<file path="config.mk">
export PLATFORM = sky130hd
export DESIGN_NAME = muldiv_sequencer
export DESIGN_NICKNAME = d
export VERILOG_FILES = /design/src/rtl/muldiv_pkg.sv /design/src/rtl/muldiv_fixup.sv /design/src/rtl/muldiv_sequencer.sv
export SDC_FILE = /design/constraint.sdc
export NUM_CORES = 1
export LEC_CHECK = 0
export ABC_AREA = 1
export BUFFER_PORTS_ARGS = -buffer_cell sky130_fd_sc_hd__buf_2
export CORE_ASPECT_RATIO = 1.25
export CORE_MARGIN = 2
export CORE_UTILIZATION = 48
export CTS_CLUSTER_DIAMETER = 150
export DETAILED_ROUTE_END_ITERATION = 6
export PLACE_DENSITY = 0.84
export SLEW_MARGIN = 0
export SYNTH_ARGS = -nofsm -noshare
export SYNTH_HDL_FRONTEND = slang
export SYNTH_SLANG_ARGS = --single-unit
export TNS_END_PERCENT = 10
</file>
<file path="constraint.sdc">
create_clock -name CLK -period 2.5 [get_ports CLK]
set_input_delay 0.5 -clock CLK [delete_from_list [all_inputs] [get_ports CLK]]
set_output_delay 0.5 -clock CLK [all_outputs]
set_load 0.02 [all_outputs]
</file>
<file path="src/rtl/muldiv_pkg.sv">
// Shared definitions for the RV32M sequencer: funct3 encodings, FSM states,
// the division special-case constants and the signed-overflow predicate.
package muldiv_pkg;

  localparam logic [2:0] F3_MUL    = 3'd0;
  localparam logic [2:0] F3_MULH   = 3'd1;
  localparam logic [2:0] F3_MULHSU = 3'd2;
  localparam logic [2:0] F3_MULHU  = 3'd3;
  localparam logic [2:0] F3_DIV    = 3'd4;
  localparam logic [2:0] F3_DIVU   = 3'd5;
  localparam logic [2:0] F3_REM    = 3'd6;
  localparam logic [2:0] F3_REMU   = 3'd7;

  localparam logic [31:0] INT_MIN  = 32'h8000_0000;
  localparam logic [31:0] ALL_ONES = 32'hFFFF_FFFF;

  typedef enum logic [2:0] {
    IDLE,
    MUL_WAIT,
    DIV_START,
    DIV_WAIT,
    DONE
  } stateT;

  // Signed divide/remainder of INT_MIN by -1 cannot be represented.
  function automatic logic isDivOverflow(input logic [2:0] f3,
                                         input logic [31:0] a,
                                         input logic [31:0] b);
    return f3[2] && !f3[0] && (a == INT_MIN) && (b == ALL_ONES);
  endfunction

endpackage

</file>
<file path="src/rtl/muldiv_fixup.sv">
// Combinational result selection: picks the product half, sign-corrects the
// unsigned divider outputs and substitutes the divide special-case values.
module muldiv_fixup
  import muldiv_pkg::*;
(
  input  logic [2:0]  funct3,
  input  logic [31:0] opA,
  input  logic [31:0] opB,
  input  logic [65:0] mulP,
  input  logic [31:0] quotient,
  input  logic [31:0] remainder,
  output logic [31:0] result
);

  // The product's two guard bits only matter to the multiplier itself.
  logic unusedMulTop;
  assign unusedMulTop = ^mulP[65:64];

  always_comb begin
    result = '0;
    if (!funct3[2]) begin
      result = (funct3 == F3_MUL) ? mulP[31:0] : mulP[63:32];
    end else if (opB == '0) begin
      result = funct3[1] ? opA : ALL_ONES;
    end else if (isDivOverflow(funct3, opA, opB)) begin
      result = funct3[1] ? '0 : INT_MIN;
    end else begin
      case (funct3)
        F3_DIV:  result = (opA[31] ^ opB[31]) ? -quotient : quotient;
        F3_DIVU: result = quotient;
        F3_REM:  result = opA[31] ? -remainder : remainder;
        default: result = remainder;
      endcase
    end
  end

endmodule

</file>
<file path="src/rtl/muldiv_sequencer.sv">
// Execute-stage sequencer for RV32M: latches one instruction, drives the
// multiplier and divider, and stalls the pipeline until the result is ready.
module muldiv_sequencer
  import muldiv_pkg::*;
#(
  parameter int MUL_LAT = 2
) (
  input  logic        CLK,
  input  logic        RST,
  input  logic        req_valid,
  input  logic [2:0]  funct3,
  input  logic [31:0] op_a,
  input  logic [31:0] op_b,
  input  logic        flush,
  output logic        stall,
  output logic        result_valid,
  output logic [31:0] result,
  output logic [32:0] mul_a,
  output logic [32:0] mul_b,
  input  logic [65:0] mul_p,
  output logic        div_start,
  output logic [31:0] div_dividend,
  output logic [31:0] div_divisor,
  input  logic [31:0] div_quotient,
  input  logic [31:0] div_remainder,
  input  logic        div_done
);

  localparam int CW = (MUL_LAT > 1) ? $clog2(MUL_LAT) : 1;

  stateT         state, stateNext;
  logic [CW-1:0] cnt, cntNext;
  logic          drain, drainNext;
  logic [2:0]    f3Q;
  logic [31:0]   aQ, bQ;
  logic          accept, signedDiv;
  logic          divStartNext, resultValidNext;
  logic [2:0]    f3Cur;
  logic [31:0]   aCur, bCur, fixResult;

  assign accept = (state == IDLE) && req_valid && !flush;
  assign stall  = accept || (state == MUL_WAIT) || (state == DIV_START) ||
                  (state == DIV_WAIT);

  assign mul_a = {((f3Q == F3_MULH) || (f3Q == F3_MULHSU)) & aQ[31], aQ};
  assign mul_b = {(f3Q == F3_MULH) & bQ[31], bQ};

  assign signedDiv    = f3Q[2] && !f3Q[0];
  assign div_dividend = (signedDiv && aQ[31]) ? -aQ : aQ;
  assign div_divisor  = (signedDiv && bQ[31]) ? -bQ : bQ;

  // Special-case divides finish at the accept edge, before the operand
  // registers are loaded, so the fixup sees the incoming operands then.
  assign f3Cur = accept ? funct3 : f3Q;
  assign aCur  = accept ? op_a : aQ;
  assign bCur  = accept ? op_b : bQ;

  muldiv_fixup fixup (
    .funct3   (f3Cur),
    .opA      (aCur),
    .opB      (bCur),
    .mulP     (mul_p),
    .quotient (div_quotient),
    .remainder(div_remainder),
    .result   (fixResult)
  );

  always_ff @(posedge CLK) begin
    if (RST) state <= IDLE;
    else     state <= stateNext;
  end

  // A divider still working for a killed instruction must finish (one stale
  // div_done) before a new start pulse may be sent.
  always_comb begin
    stateNext = state;
    cntNext   = cnt;
    drainNext = drain;
    if (drain && div_done) drainNext = 1'b0;
    case (state)
      IDLE: begin
        if (accept) begin
          if (!funct3[2]) begin
            stateNext = MUL_WAIT;
            cntNext   = CW'(MUL_LAT - 1);
          end else if ((op_b == '0) || isDivOverflow(funct3, op_a, op_b)) begin
            stateNext = DONE;
          end else begin
            stateNext = DIV_START;
          end
        end
      end
      MUL_WAIT: begin
        if (flush)          stateNext = IDLE;
        else if (cnt == '0) stateNext = DONE;
        else                cntNext   = cnt - 1'b1;
      end
      DIV_START: begin
        if (flush) begin
          stateNext = IDLE;
          if (div_start) drainNext = 1'b1;
        end else if (div_start) begin
          stateNext = DIV_WAIT;
        end
      end
      DIV_WAIT: begin
        if (flush) begin
          stateNext = IDLE;
          if (!div_done) drainNext = 1'b1;
        end else if (div_done) begin
          stateNext = DONE;
        end
      end
      DONE:    stateNext = IDLE;
      default: stateNext = IDLE;
    endcase
    divStartNext    = (stateNext == DIV_START) && !drainNext;
    resultValidNext = (stateNext == DONE);
  end

  always_ff @(posedge CLK) begin
    if (RST) begin
      cnt          <= '0;
      drain        <= 1'b0;
      f3Q          <= F3_MUL;
      aQ           <= '0;
      bQ           <= '0;
      div_start    <= 1'b0;
      result_valid <= 1'b0;
      result       <= '0;
    end else begin
      cnt          <= cntNext;
      drain        <= drainNext;
      div_start    <= divStartNext;
      result_valid <= resultValidNext;
      if (accept) begin
        f3Q <= funct3;
        aQ  <= op_a;
        bQ  <= op_b;
      end
      if (resultValidNext) result <= fixResult;
    end
  end

endmodule

</file>
==> flow_summary.json <==
{
  "outcome": "finished with violations",
  "violations": "design-rule violations, negative setup slack",
  "final_layout_size_suffix_gt1_share_pct": 30.8,
  "io_buffer_count": 364,
  "cp-end-kind": "primary output",
  "synth_top_area_share_pct": 20.0,
  "area_delta_synth_final_pct": 47.5,
  "std_cell_rows": 62,
  "final_cell_count_no_fill": 2977,
  "power.switching_mw": 2.85,
  "synth_area_leaders": "nand2_1 20%, dfxtp_1 19%, nor2_1 15%",
  "comb_power_share_pct": 50.2,
  "powerDensity_nw_per_um2": 407,
  "post-dp-hpwl_um": 44400,
  "ys_seq_elements": 106,
  "clkTransAtPathRegs_ps": 80,
  "grtUsageTotal_pct": 43.2,
  "drt_iter0_markers": 1666,
  "setup_violations": 66,
  "holdBufCountCts": 0,
  "wl_per_cell_um": 18.7,
  "start_util_pct": 48.5,
  "r2r_setup_slack_ps": -170,
  "clk_latency_ps": 370,
  "intPower_mw": 3.79,
  "htreeDepth": 3,
  "rsz0062_at_grt": "true",
  "drc": 1,
  "place_area_um2": 15200,
  "clockBufferDepth": 2,
  "die_area_um2": 24300,
  "cts_root_buffer": "clkbuf_16",
  "grt_max_degree": 74,
  "postSynthAreaPerCell_um2": 5.27,
  "setup_ws_ps": -674,
  "multi_input_area_um2": 8160,
  "cts_tree": "done",
  "worstMarginPinSlew_ps": 874,
  "vias_per_cell": 5.66,
  "ys.warnings.count": 0,
  "crit_path_top_delay_cell": "dfxtp_2",
  "dp_cells": 2938,
  "totalWireLength_um": 55600,
  "synthTopCellsByCount": "590 x nand2_1, 440 x nor2_1, 219 x inv_1",
  "drtAntennaViolNets": 0,
  "synth_largest_area_cell": "nand2_1",
  "fin_hold_ws_ps": 432,
  "hold_path.class": "in -> reg",
  "finalCritPeriodShare_pct": 127,
  "crit_chain": "inv_4 -> ha_4 -> nand3_4 -> nor3_4 -> nand2_2 -> nor3_4 -> nand4_1 -> nor2_4 -> a21oi_4 -> buf_4 -> buf_4 -> xor2_2 -> buf_6",
  "pwr-share-seq_pct": 28.3,
  "cp_slowest_stage_delay_ps": 340,
  "grt_pass1_wl_um": 83100,
  "crit_fanout": 3,
  "final_util_pct": 71.5,
  "yosysSeqAreaShare_pct": 19.2,
  "clock_skew_ps": 14.4,
  "grt_overflow_total": 0,
  "path_class": "reg -> out",
  "finalNetCount": 2888,
  "core_um2": 22800,
  "ys_types": 37,
  "numCtsBuffers": 9,
  "synth_cells": 2096,
  "hold_viol": 0,
  "slew_violations": 0,
  "pre_cts_ws_ps": -551,
  "regArea_um2": 2140,
  "design_area_um2": 16300,
  "pin_count": 367,
  "clockPowerShare_pct": 21.5,
  "relSlewSlack_pct": 41.7,
  "leakage_nw": 8.49,
  "synth.net_count": 2302,
  "synth.most_common_cell": "nand2_1",
  "synth-async-reset-ratio_pct": 0,
  "arrival_ps": 2670,
  "antenna_found_initial": 4,
  "fmaxAchievable_mhz": 315,
  "synth-edff-count": 0,
  "start_kind": "flop",
  "synth_area_um2": 11100,
  "cap_violations": 0,
  "ys.flop_type": "dfxtp_1",
  "routabilityCongestion": 1.08,
  "fillCellCount": 2014,
  "grt_pass1_vias": 15600,
  "drt_first_pass_iters": 7,
  "vdd_drop_max_uv": 351,
  "swShare_pct": 42.9,
  "finalSetupTns_ps": -16860,
  "finalPower_mw": 6.64,
  "vias": 16800,
  "critical_path_required_ps": 2000,
  "die_height_um": 174,
  "cts_num_sinks": 106,
  "fp.dieW_um": 140,
  "fin_crit_ps": 3170
}
[final timing paths]
kind,end,depth (start not counted),from
hold / removal,aQ[28]$_SDFF_PP0_,3,op_a[28]
setup reg to reg,result[30]$_SDFFE_PP0N_,18,state[1]$_SDFF_PP0_
hold reg to reg,cnt$_SDFFE_PP0P_,2,cnt$_SDFFE_PP0P_
setup / recovery,div_dividend[22],13,aQ[1]$_SDFF_PP0_
[what timing repair did]
action | in CTS | in global routing
gates resized for setup | 116 | 84
pin swaps | 27 | 33
buffers inserted | 18 | 5
setup endpoints to repair | 84 | 83
[kinds of logic after synthesis]
group	count (synthesis)	synth area share (%)
adders and majority gates	4	0.453
buffers and inverters	319	11.7
AOI/OAI and AO/OA	280	13.3
DFF	106	19.2
and+or+nand+nor	1313	49.5
xor gates and xnor gates	74	5.86
[cells in the final DEF (no fill, tap or decap), types with 3 or more instances in the layout]
| master | Yosys | final |
|---|---|---|
| inv_4 | 0 | 3 |
| nor3_4 | 0 | 4 |
| o21ai_1 | 51 | 52 |
| dfxtp_1 | 106 | 97 |
| o21ai_0 | 132 | 123 |
| nor2_2 | 1 | 17 |
| inv_1 | 219 | 206 |
| a21oi_1 | 77 | 70 |
| a31oi_1 | 6 | 4 |
| or2_2 | 5 | 5 |
| buf_12 | 0 | 15 |
| nor3_1 | 31 | 22 |
| buf_6 | 4 | 19 |
| nand3_4 | 1 | 5 |
| a21oi_2 | 0 | 5 |
| nor2_4 | 3 | 10 |
| xor2_1 | 71 | 63 |
| inv_2 | 5 | 14 |
| xnor2_1 | 3 | 3 |
| buf_2 | 25 | 319 |
| o21ai_2 | 4 | 12 |
| nand2_1 | 590 | 566 |
| dfxtp_2 | 0 | 8 |
| nor2_1 | 440 | 417 |
| nand3_1 | 126 | 116 |
| o211ai_1 | 4 | 4 |
| nand4_1 | 93 | 93 |
| buf_4 | 10 | 316 |
| nand3_2 | 1 | 7 |
| xor2_2 | 0 | 8 |
| nor4_1 | 17 | 15 |
| nor3_2 | 0 | 5 |
| nand2_2 | 1 | 25 |
| clkbuf_16 | 0 | 9 |
[final cells by class]
class | instances | area share [%]
multi-input cells | 1671 | 50.0
repair buffers | 670 | 27.7
flip-flops and latches | 106 | 13.1
inverters | 224 | 5.23
well taps | 288 | 2.21
clock buffers | 9 | 1.38
clock inverters | 7 | 0.353
diodes | 2 | 0.0307
[critical path, delay by kind of cell, from the launching register on]
family,cells,cell delay [ps]
adder cells (fa/ha/maj),1,150
flip-flops,1,340
XOR/XNOR,1,140
AND/OR/NAND/NOR,6,1070
buffers and inverters,4,530
AO/OA/AOI/OAI,1,80
[flip-flops by register name, summed over array words and instances (netlist names)]
register      count
aQ               32
bQ               32
cnt               1
div_start         1
drain             1
f3Q               3
result           32
result_valid      1
state             3
[power groups by stage]
stage	clock [mW]	sequential [mW]	combinational, mW
after global routing	1.49	1.89	3.58
after floorplan	0	1.99	1.46
after detailed placement	0	1.91	2.95
final	1.43	1.88	3.33
after global placement	0	1.90	2.91
after CTS	1.42	1.87	3.13
[layer usage]
layer,routed length (µm),GRT usage (%)
met4,4880,31.7
met5,46,0
met3,5050,8.04
met2,26700,74.5
met1,18900,47.1
Note: power is estimated with default switching activity, not from simulation.
